$ cat src/rtl/alu_if.sv
// Operand/result bundle for the 4-bit ALU.
// The master drives the operands and mode. The slave (alu) returns the result, the flags and the 7-segment patterns.
interface alu_if;
  logic [3:0]      in1;
  logic [3:0]      in2;
  logic [3:0]      mode;
  logic [7:0]      num;
  logic            neg;
  logic            cero;
  logic            carry;
  logic            des;
  logic [1:0][6:0] out;

  modport master (
    output in1, in2, mode,
    input  num, neg, cero, carry, des, out
  );

  modport slave (
    input  in1, in2, mode,
    output num, neg, cero, carry, des, out
  );
endinterface

$ cat src/rtl/alu.sv
// 4-bit registered ALU with flags and a two-digit hex 7-segment display of the result.
// ALU_SEG_ACTIVE_HIGH_EN: when defined, segment outputs are active-high (common cathode).
module alu (
  input  logic  clk,
  input  logic  rst_n,
  alu_if.slave  bus
);

  localparam logic [3:0] MODE_ADD = 4'd0;
  localparam logic [3:0] MODE_SUB = 4'd1;
  localparam logic [3:0] MODE_AND = 4'd2;
  localparam logic [3:0] MODE_MUL = 4'd3;
  localparam logic [3:0] MODE_OR  = 4'd4;
  localparam logic [3:0] MODE_XOR = 4'd5;
  localparam logic [3:0] MODE_SHL = 4'd6;
  localparam logic [3:0] MODE_SHR = 4'd7;

  function automatic logic [6:0] seg7(input logic [3:0] d);
    logic [6:0] p;
    case (d)
      4'h0: p = 7'h40;
      4'h1: p = 7'h79;
      4'h2: p = 7'h24;
      4'h3: p = 7'h30;
      4'h4: p = 7'h19;
      4'h5: p = 7'h12;
      4'h6: p = 7'h02;
      4'h7: p = 7'h78;
      4'h8: p = 7'h00;
      4'h9: p = 7'h10;
      4'hA: p = 7'h08;
      4'hB: p = 7'h03;
      4'hC: p = 7'h46;
      4'hD: p = 7'h21;
      4'hE: p = 7'h06;
      4'hF: p = 7'h0E;
      default: p = 7'h7F;
    endcase
`ifdef ALU_SEG_ACTIVE_HIGH_EN
    return ~p;
`else
    return p;
`endif
  endfunction

  logic [4:0] sum_s;
  logic [7:0] diff_s;
  logic [7:0] prod_s;
  logic [7:0] r_s;
  logic       neg_s;
  logic       cero_s;
  logic       carry_s;
  logic       des_s;

  logic [7:0] num_r;
  logic       neg_r;
  logic       cero_r;
  logic       carry_r;
  logic       des_r;

  assign sum_s  = {1'b0, bus.in1} + {1'b0, bus.in2};
  assign diff_s = {4'h0, bus.in1} - {4'h0, bus.in2};
  assign prod_s = {4'h0, bus.in1} * {4'h0, bus.in2};

  // Next-state result and flag decode
  always_comb begin
    r_s     = 8'h00;
    neg_s   = 1'b0;
    carry_s = 1'b0;
    des_s   = 1'b0;
    case (bus.mode)
      MODE_ADD: begin
        r_s     = {3'b000, sum_s};
        carry_s = sum_s[4];
        des_s   = (bus.in1[3] == bus.in2[3]) && (sum_s[3] != bus.in1[3]);
      end
      MODE_SUB: begin
        r_s     = diff_s;
        neg_s   = diff_s[7];
        carry_s = (bus.in1 < bus.in2);
        des_s   = (bus.in1[3] != bus.in2[3]) && (diff_s[3] != bus.in1[3]);
      end
      MODE_AND: r_s = {4'h0, bus.in1 & bus.in2};
      MODE_MUL: r_s = prod_s;
      MODE_OR:  r_s = {4'h0, bus.in1 | bus.in2};
      MODE_XOR: r_s = {4'h0, bus.in1 ^ bus.in2};
      MODE_SHL: r_s = {4'h0, bus.in1} << bus.in2[2:0];
      MODE_SHR: r_s = {4'h0, bus.in1} >> bus.in2[2:0];
      default:  r_s = 8'h00;
    endcase
    cero_s = (r_s == 8'h00);
  end

  // Result and flag registers
  always_ff @(posedge clk or negedge rst_n) begin
    if (!rst_n) begin
      num_r   <= 8'h00;
      neg_r   <= 1'b0;
      cero_r  <= 1'b0;
      carry_r <= 1'b0;
      des_r   <= 1'b0;
    end else begin
      num_r   <= r_s;
      neg_r   <= neg_s;
      cero_r  <= cero_s;
      carry_r <= carry_s;
      des_r   <= des_s;
    end
  end

  assign bus.num    = num_r;
  assign bus.neg    = neg_r;
  assign bus.cero   = cero_r;
  assign bus.carry  = carry_r;
  assign bus.des    = des_r;
  assign bus.out[0] = seg7(num_r[3:0]);
  assign bus.out[1] = seg7(num_r[7:4]);

endmodule

$ cat src/flat_wrapper.sv
// flat-port wrapper written by rule: the top's interface ports become plain ports
module alu_flat 
  (clk, rst_n, bus_in1, bus_in2, bus_mode, bus_num, bus_neg, bus_cero, bus_carry, bus_des, bus_out);
  alu_if bus_i ();
  input  logic clk;
  input  logic rst_n;
  input wire logic [$bits(bus_i.in1)-1:0] bus_in1;
  input wire logic [$bits(bus_i.in2)-1:0] bus_in2;
  input wire logic [$bits(bus_i.mode)-1:0] bus_mode;
  output wire logic [$bits(bus_i.num)-1:0] bus_num;
  output wire logic [$bits(bus_i.neg)-1:0] bus_neg;
  output wire logic [$bits(bus_i.cero)-1:0] bus_cero;
  output wire logic [$bits(bus_i.carry)-1:0] bus_carry;
  output wire logic [$bits(bus_i.des)-1:0] bus_des;
  output wire logic [$bits(bus_i.out)-1:0] bus_out;
  assign bus_i.in1 = bus_in1;
  assign bus_i.in2 = bus_in2;
  assign bus_i.mode = bus_mode;
  assign bus_num = bus_i.num;
  assign bus_neg = bus_i.neg;
  assign bus_cero = bus_i.cero;
  assign bus_carry = bus_i.carry;
  assign bus_des = bus_i.des;
  assign bus_out = bus_i.out;
  alu u_core (.clk(clk), .rst_n(rst_n), .bus(bus_i));
endmodule
$ cat config.mk
export PLATFORM = sky130hd
export DESIGN_NAME = alu_flat
export DESIGN_NICKNAME = d
export VERILOG_FILES = /design/src/rtl/alu_if.sv /design/src/rtl/alu.sv /design/src/flat_wrapper.sv
export SDC_FILE = /design/constraint.sdc
export NUM_CORES = 1
export LEC_CHECK = 0
export ABC_CLOCK_PERIOD_IN_PS = 1600
export CAP_MARGIN = 20
export CORE_UTILIZATION = 49
export CTS_BUF_LIST = sky130_fd_sc_hd__clkbuf_4 sky130_fd_sc_hd__clkbuf_8 sky130_fd_sc_hd__clkbuf_16
export DETAILED_ROUTE_END_ITERATION = 12
export GPL_TIMING_DRIVEN = 1
export PLACE_DENSITY = 0.8
export RECOVER_POWER = 50
export SETUP_SLACK_MARGIN = 0.2
export SLEW_MARGIN = 10
export SYNTH_ARGS = -nofsm -noshare
export SYNTH_HDL_FRONTEND = slang
export SYNTH_SLANG_ARGS = --single-unit
$ cat constraint.sdc
create_clock -name clk -period 1.6 [get_ports clk]
set_input_delay 0.4 -clock clk [delete_from_list [all_inputs] [get_ports clk]]
set_output_delay 0.4 -clock clk [all_outputs]
set_load 0.005 [all_outputs]
==> out/qor.txt, run 1 <==
status -> aborted with a tool error
Stopped at -> 5_1_grt
First Err -> [ERROR DPL-0038] Utilization greater than 100%, impossible to legalize
clock sink total -> 12
Max H-tree Level -> 1
syn_area_per_cell -> 8.371 µm²
GRT repair_timing worst endpoint -> u_core.bus.cero$_DFF_PN0_/D
Die W -> 69.29 µm
I/O Pins -> 40
count of cell types in the netlist -> 56
Seq/Total Area, Yosys -> 0.1354
worst-case clock buffer depth -> 2
worst-path endpoint category -> sequential cell input
Synth Warn # -> 0
Final HPWL DP -> 5596 µm
synthesized area -> 0.002218 mm²
Syn Inst Count -> 265
starting density of the core -> 0.5095
IO buf count -> 39
cts hold-fix bufs -> 0
placed cell areas -> 0.003461 mm²
ys flop type -> dfrtp_1
Post-synth EDFFs -> 0
Die H -> 69.29 µm
Num CTS Buffers -> 3
FFs w/ async S/R, synth -> 1.000
row count -> 24
Synth Register Bits -> 12
worst slack at placement -> -2.300 ns
RD Place Congestion -> 0.9688
largest net degree at the start of global routing -> 16
syn_nets -> 322
root buffer cell -> clkbuf_8
kinds of logic after synthesis:
kind of cell | Yosys count | synth area share
xor+xnor | 6 | 0.02369
buf+inv | 39 | 0.08065
mux | 15 | 0.09081
simple gates | 86 | 0.2059
fa+ha+maj | 43 | 0.2628
compound gates | 64 | 0.2008
flops | 12 | 0.1354
cell usage after synthesis, types with 2 or more instances:
library cell | n | area (µm²)
fa_1 | 6 | 120.1
a21oi_1 | 18 | 90.09
a31oi_1 | 2 | 12.51
a211oi_1 | 2 | 15.01
nor2b_1 | 5 | 31.28
inv_1 | 28 | 105.1
o22ai_1 | 6 | 37.54
nor2_1 | 28 | 105.1
ha_1 | 37 | 462.9
a21o_1 | 3 | 22.52
xnor2_1 | 5 | 43.79
nand3b_1 | 2 | 15.01
a22o_1 | 2 | 17.52
or2_2 | 4 | 25.02
o211ai_1 | 6 | 45.04
mux2i_1 | 10 | 100.1
buf_6 | 3 | 33.78
clkbuf_1 | 2 | 7.510
mux4_2 | 4 | 90.09
nand3_1 | 3 | 15.01
buf_2 | 5 | 25.02
nand2b_1 | 9 | 56.30
nand2_1 | 14 | 52.55
o31ai_1 | 2 | 15.01
nor3_1 | 7 | 35.03
o31a_1 | 2 | 17.52
dfrtp_1 | 12 | 300.3
o21ai_0 | 10 | 50.05
per-stage QoR:
| stage | hold WS (ns) | cells | utilization |
|---|---|---|---|
| after CTS | 0.4708 | 458 | 0.9422 |
| after global placement | 0.7135 | 432 | 0.7948 |
| after floorplan | 0.1044 | 265 | - |
| after detailed placement | 0.7164 | 432 | 0.7948 |
timing repair:
action,4_1_cts
resized for setup,238
buffers inserted,23
cloned,0
setup endpoints to repair,38
pin swaps,43
==> run 2: changes to the inputs <==
==> config.mk (replaced) <==
export PLATFORM = sky130hd
export DESIGN_NAME = alu_flat
export DESIGN_NICKNAME = d
export VERILOG_FILES = /design/src/rtl/alu_if.sv /design/src/rtl/alu.sv /design/src/flat_wrapper.sv
export SDC_FILE = /design/constraint.sdc
export NUM_CORES = 1
export LEC_CHECK = 0
export ABC_CLOCK_PERIOD_IN_PS = 2100
export CAP_MARGIN = 20
export CORE_UTILIZATION = 40
export DETAILED_ROUTE_END_ITERATION = 12
export GPL_TIMING_DRIVEN = 1
export PLACE_DENSITY_LB_ADDON = 0.15
export RECOVER_POWER = 50
export SLEW_MARGIN = 10
export SYNTH_ARGS = -nofsm -noshare
export SYNTH_HDL_FRONTEND = slang
export SYNTH_SLANG_ARGS = --single-unit
==> constraint.sdc (replaced) <==
create_clock -name clk -period 2.1 [get_ports clk]
set_input_delay 0.525 -clock clk [delete_from_list [all_inputs] [get_ports clk]]
set_output_delay 0.525 -clock clk [all_outputs]
set_load 0.005 [all_outputs]
==> out/qor.txt, run 2 <==
CP Data Required Time -> 2.25 ns
most common library cells after synthesis -> 37 x ha_1, 28 x inv_1, 28 x nor2_1
row count -> 26
Synth area leader -> ha_1
CP Capture Type -> register
core area -> 0.005238 mm²
Crit Path Class -> input pin to register
syn_area_per_cell -> 8.371 µm²
Post-synth EDFFs -> 0
RD Place Congestion -> 0.8680
initial antenna violation count -> 0
Seq/Total Area, Yosys -> 0.1354
worst-case clock buffer depth -> 2
root buffer cell -> clkbuf_8
ys flop type -> dfrtp_1
failing checks -> negative setup slack
Max-cap violations -> 0
number of flip-flops in the largest register -> 8
Die W -> 76.47 µm
Final HPWL DP -> 5605 µm
clock sink total -> 12
n_diodes -> 0
TritonCTS clock tree -> built
Worst VDD drop -> 0.1994 mV
count of cell types in the netlist -> 56
synthesized area -> 0.002218 mm²
FFs w/ async S/R, synth -> 1.000
Routed WL per cell -> 15.48 µm
most frequent cells in the layout -> 90 x buf_4, 22 x nor2_1, 19 x ha_1
post-route minimum period -> 3.263 ns
Starting DRT DRC Count -> 100
starting density of the core -> 0.4236
Worst Max-Slew Pin Slew -> 0.5742 ns
Crit path arrival time -> 3.41 ns
layout cells sized above 1 -> 0.5175
IO buf count -> 39
Pins Over Slew Limit -> 0
CP Max Fanout -> 2
status -> complete, but fails checks
Synth Register Bits -> 12
Synth Warn # -> 0
leading cell type in the layout, fill and taps excluded -> buf_4
Max H-tree Level -> 1
Pwr Density -> 379.1 mW/mm²
dpl cells -> 454
Max Fclk -> 306.5 MHz
GRT Overall Usage -> 0.2520
clock-pin slew on the worst setup and hold paths -> 0.05 ns
Remaining DRCs -> 0
Non-Filler Instances -> 470
CP max-delay cell -> fa_2
Num CTS Buffers -> 3
largest net degree at the start of global routing -> 14
Slew headroom -> 0.6160
Setup-failing EPs final -> 10
I/O Pins -> 40
drt first pass iters -> 4
vias per cell -> 5.302
first-pass GRT wire length -> 11820 µm
Syn Inst Count -> 265
Die H -> 76.47 µm
RSZ-0062 raised after global routing -> true
GR Overflow Total -> 0
crit share post-route -> 1.554
area delta synth->final -> 72.81%
vias in the first global route -> 2549
Yosys top cell area share -> 0.2087
routed vias -> 2492
cells along the critical path -> buf_8, nand2_4, fa_1, inv_2, fa_2, ha_4, a211oi_2, or4b_4, o31a_1, o211ai_2, or4_1, nor4_2
Finished Core Util -> 0.7320
Final ANT Viol Nets -> 0
top post-synthesis cells by area -> ha_1 21%, dfrtp_1 14%, fa_1 5.4%
setup slack after layout -> -1.163 ns
count leader, synth -> ha_1
final hold vios -> 0
setup TNS -> -5.419 ns
WL final -> 7277 µm
leak pwr -> 1.807 nW
Overall Power -> 1.453 mW
syn_nets -> 322
crit start category -> input pin
Die Area -> 0.005848 mm²
Final #Nets -> 458
worst hold path type -> input pin to async pin
CP max stage delay -> 0.58 ns
## run 2: cell counts after synthesis
No cell type changed its count.
## run 2: logic make-up after synthesis
kind of cell	synth area share
and+or+nand+nor	0.2059
AOI/OAI and AO/OA	0.2008
muxes	0.09081
adders and majority gates	0.2628
buffers and inverters	0.08065
xor gates and xnor gates	0.02369
DFF	0.1354
## run 2: area by class of cell
| type | instances | area (µm²) |
|---|---|---|
| clock buffers | 4 | 55.05 |
| inverters | 28 | 115.1 |
| fillers | 384 | 1404 |
| repair buffers | 142 | 1199 |
| multi-input cells | 214 | 2077 |
| flip-flops and latches | 12 | 300.3 |
| well taps | 70 | 87.58 |
## run 2: per-stage QoR
stage	area [µm²]	hold slack (ns)	setup slack (ns)
after CTS	3731	0.6689	-1.111
after global placement	3356	0.9112	-1.816
final	3834	0.7210	-1.163
after floorplan	2272	0.2294	-1.196
after global routing	3834	0.7754	-1.244
after detailed placement	3356	0.9244	-1.858
## run 2: what timing repair did
action                     CTS  global route
pin swaps                   34            11
gates resized for setup    130            38
setup endpoints to repair   26            22
hold buffers                 0             0
buffers inserted            10             6
## run 2: worst max-delay path, delay by kind of cell
family	cells	cell delay, ns
adder cells (fa/ha/maj)	3	1.35
buffers and inverters	2	0.13
AND/OR/NAND/NOR	4	0.93
AO/OA/AOI/OAI	3	0.49
## run 2: per-layer routing
layer	GRT usage	wire length (µm)
met5	0	0
met4	0.08846	222
met3	0.03473	293
met2	0.4757	3843
met1	0.2859	2917
## run 2: final timing paths
check / startpoint / to / slack [ns] / cells past startpoint
worst max-delay path: bus_in2[2] / u_core.bus.cero / -1.16 / 12
min in group clk: bus_in2[2] / u_core.bus.num[7] / 0.89 / 6
max in group asynchronous: rst_n / u_core.bus.carry / 1.00 / 1
worst min-delay path: rst_n / u_core.bus.neg / 0.72 / 1
## run 2: report_power, final
group / switching (mW) / total, mW / leakage, nW / internal (mW)
logic: 0.423 / 0.937 / 1.62 / 0.514
registers: 0.0164 / 0.266 / 0.161 / 0.250
clock network: 0.0849 / 0.251 / 0.0288 / 0.166
total: 0.524 / 1.45 / 1.81 / 0.929
Power figures use the tool's default switching activity.
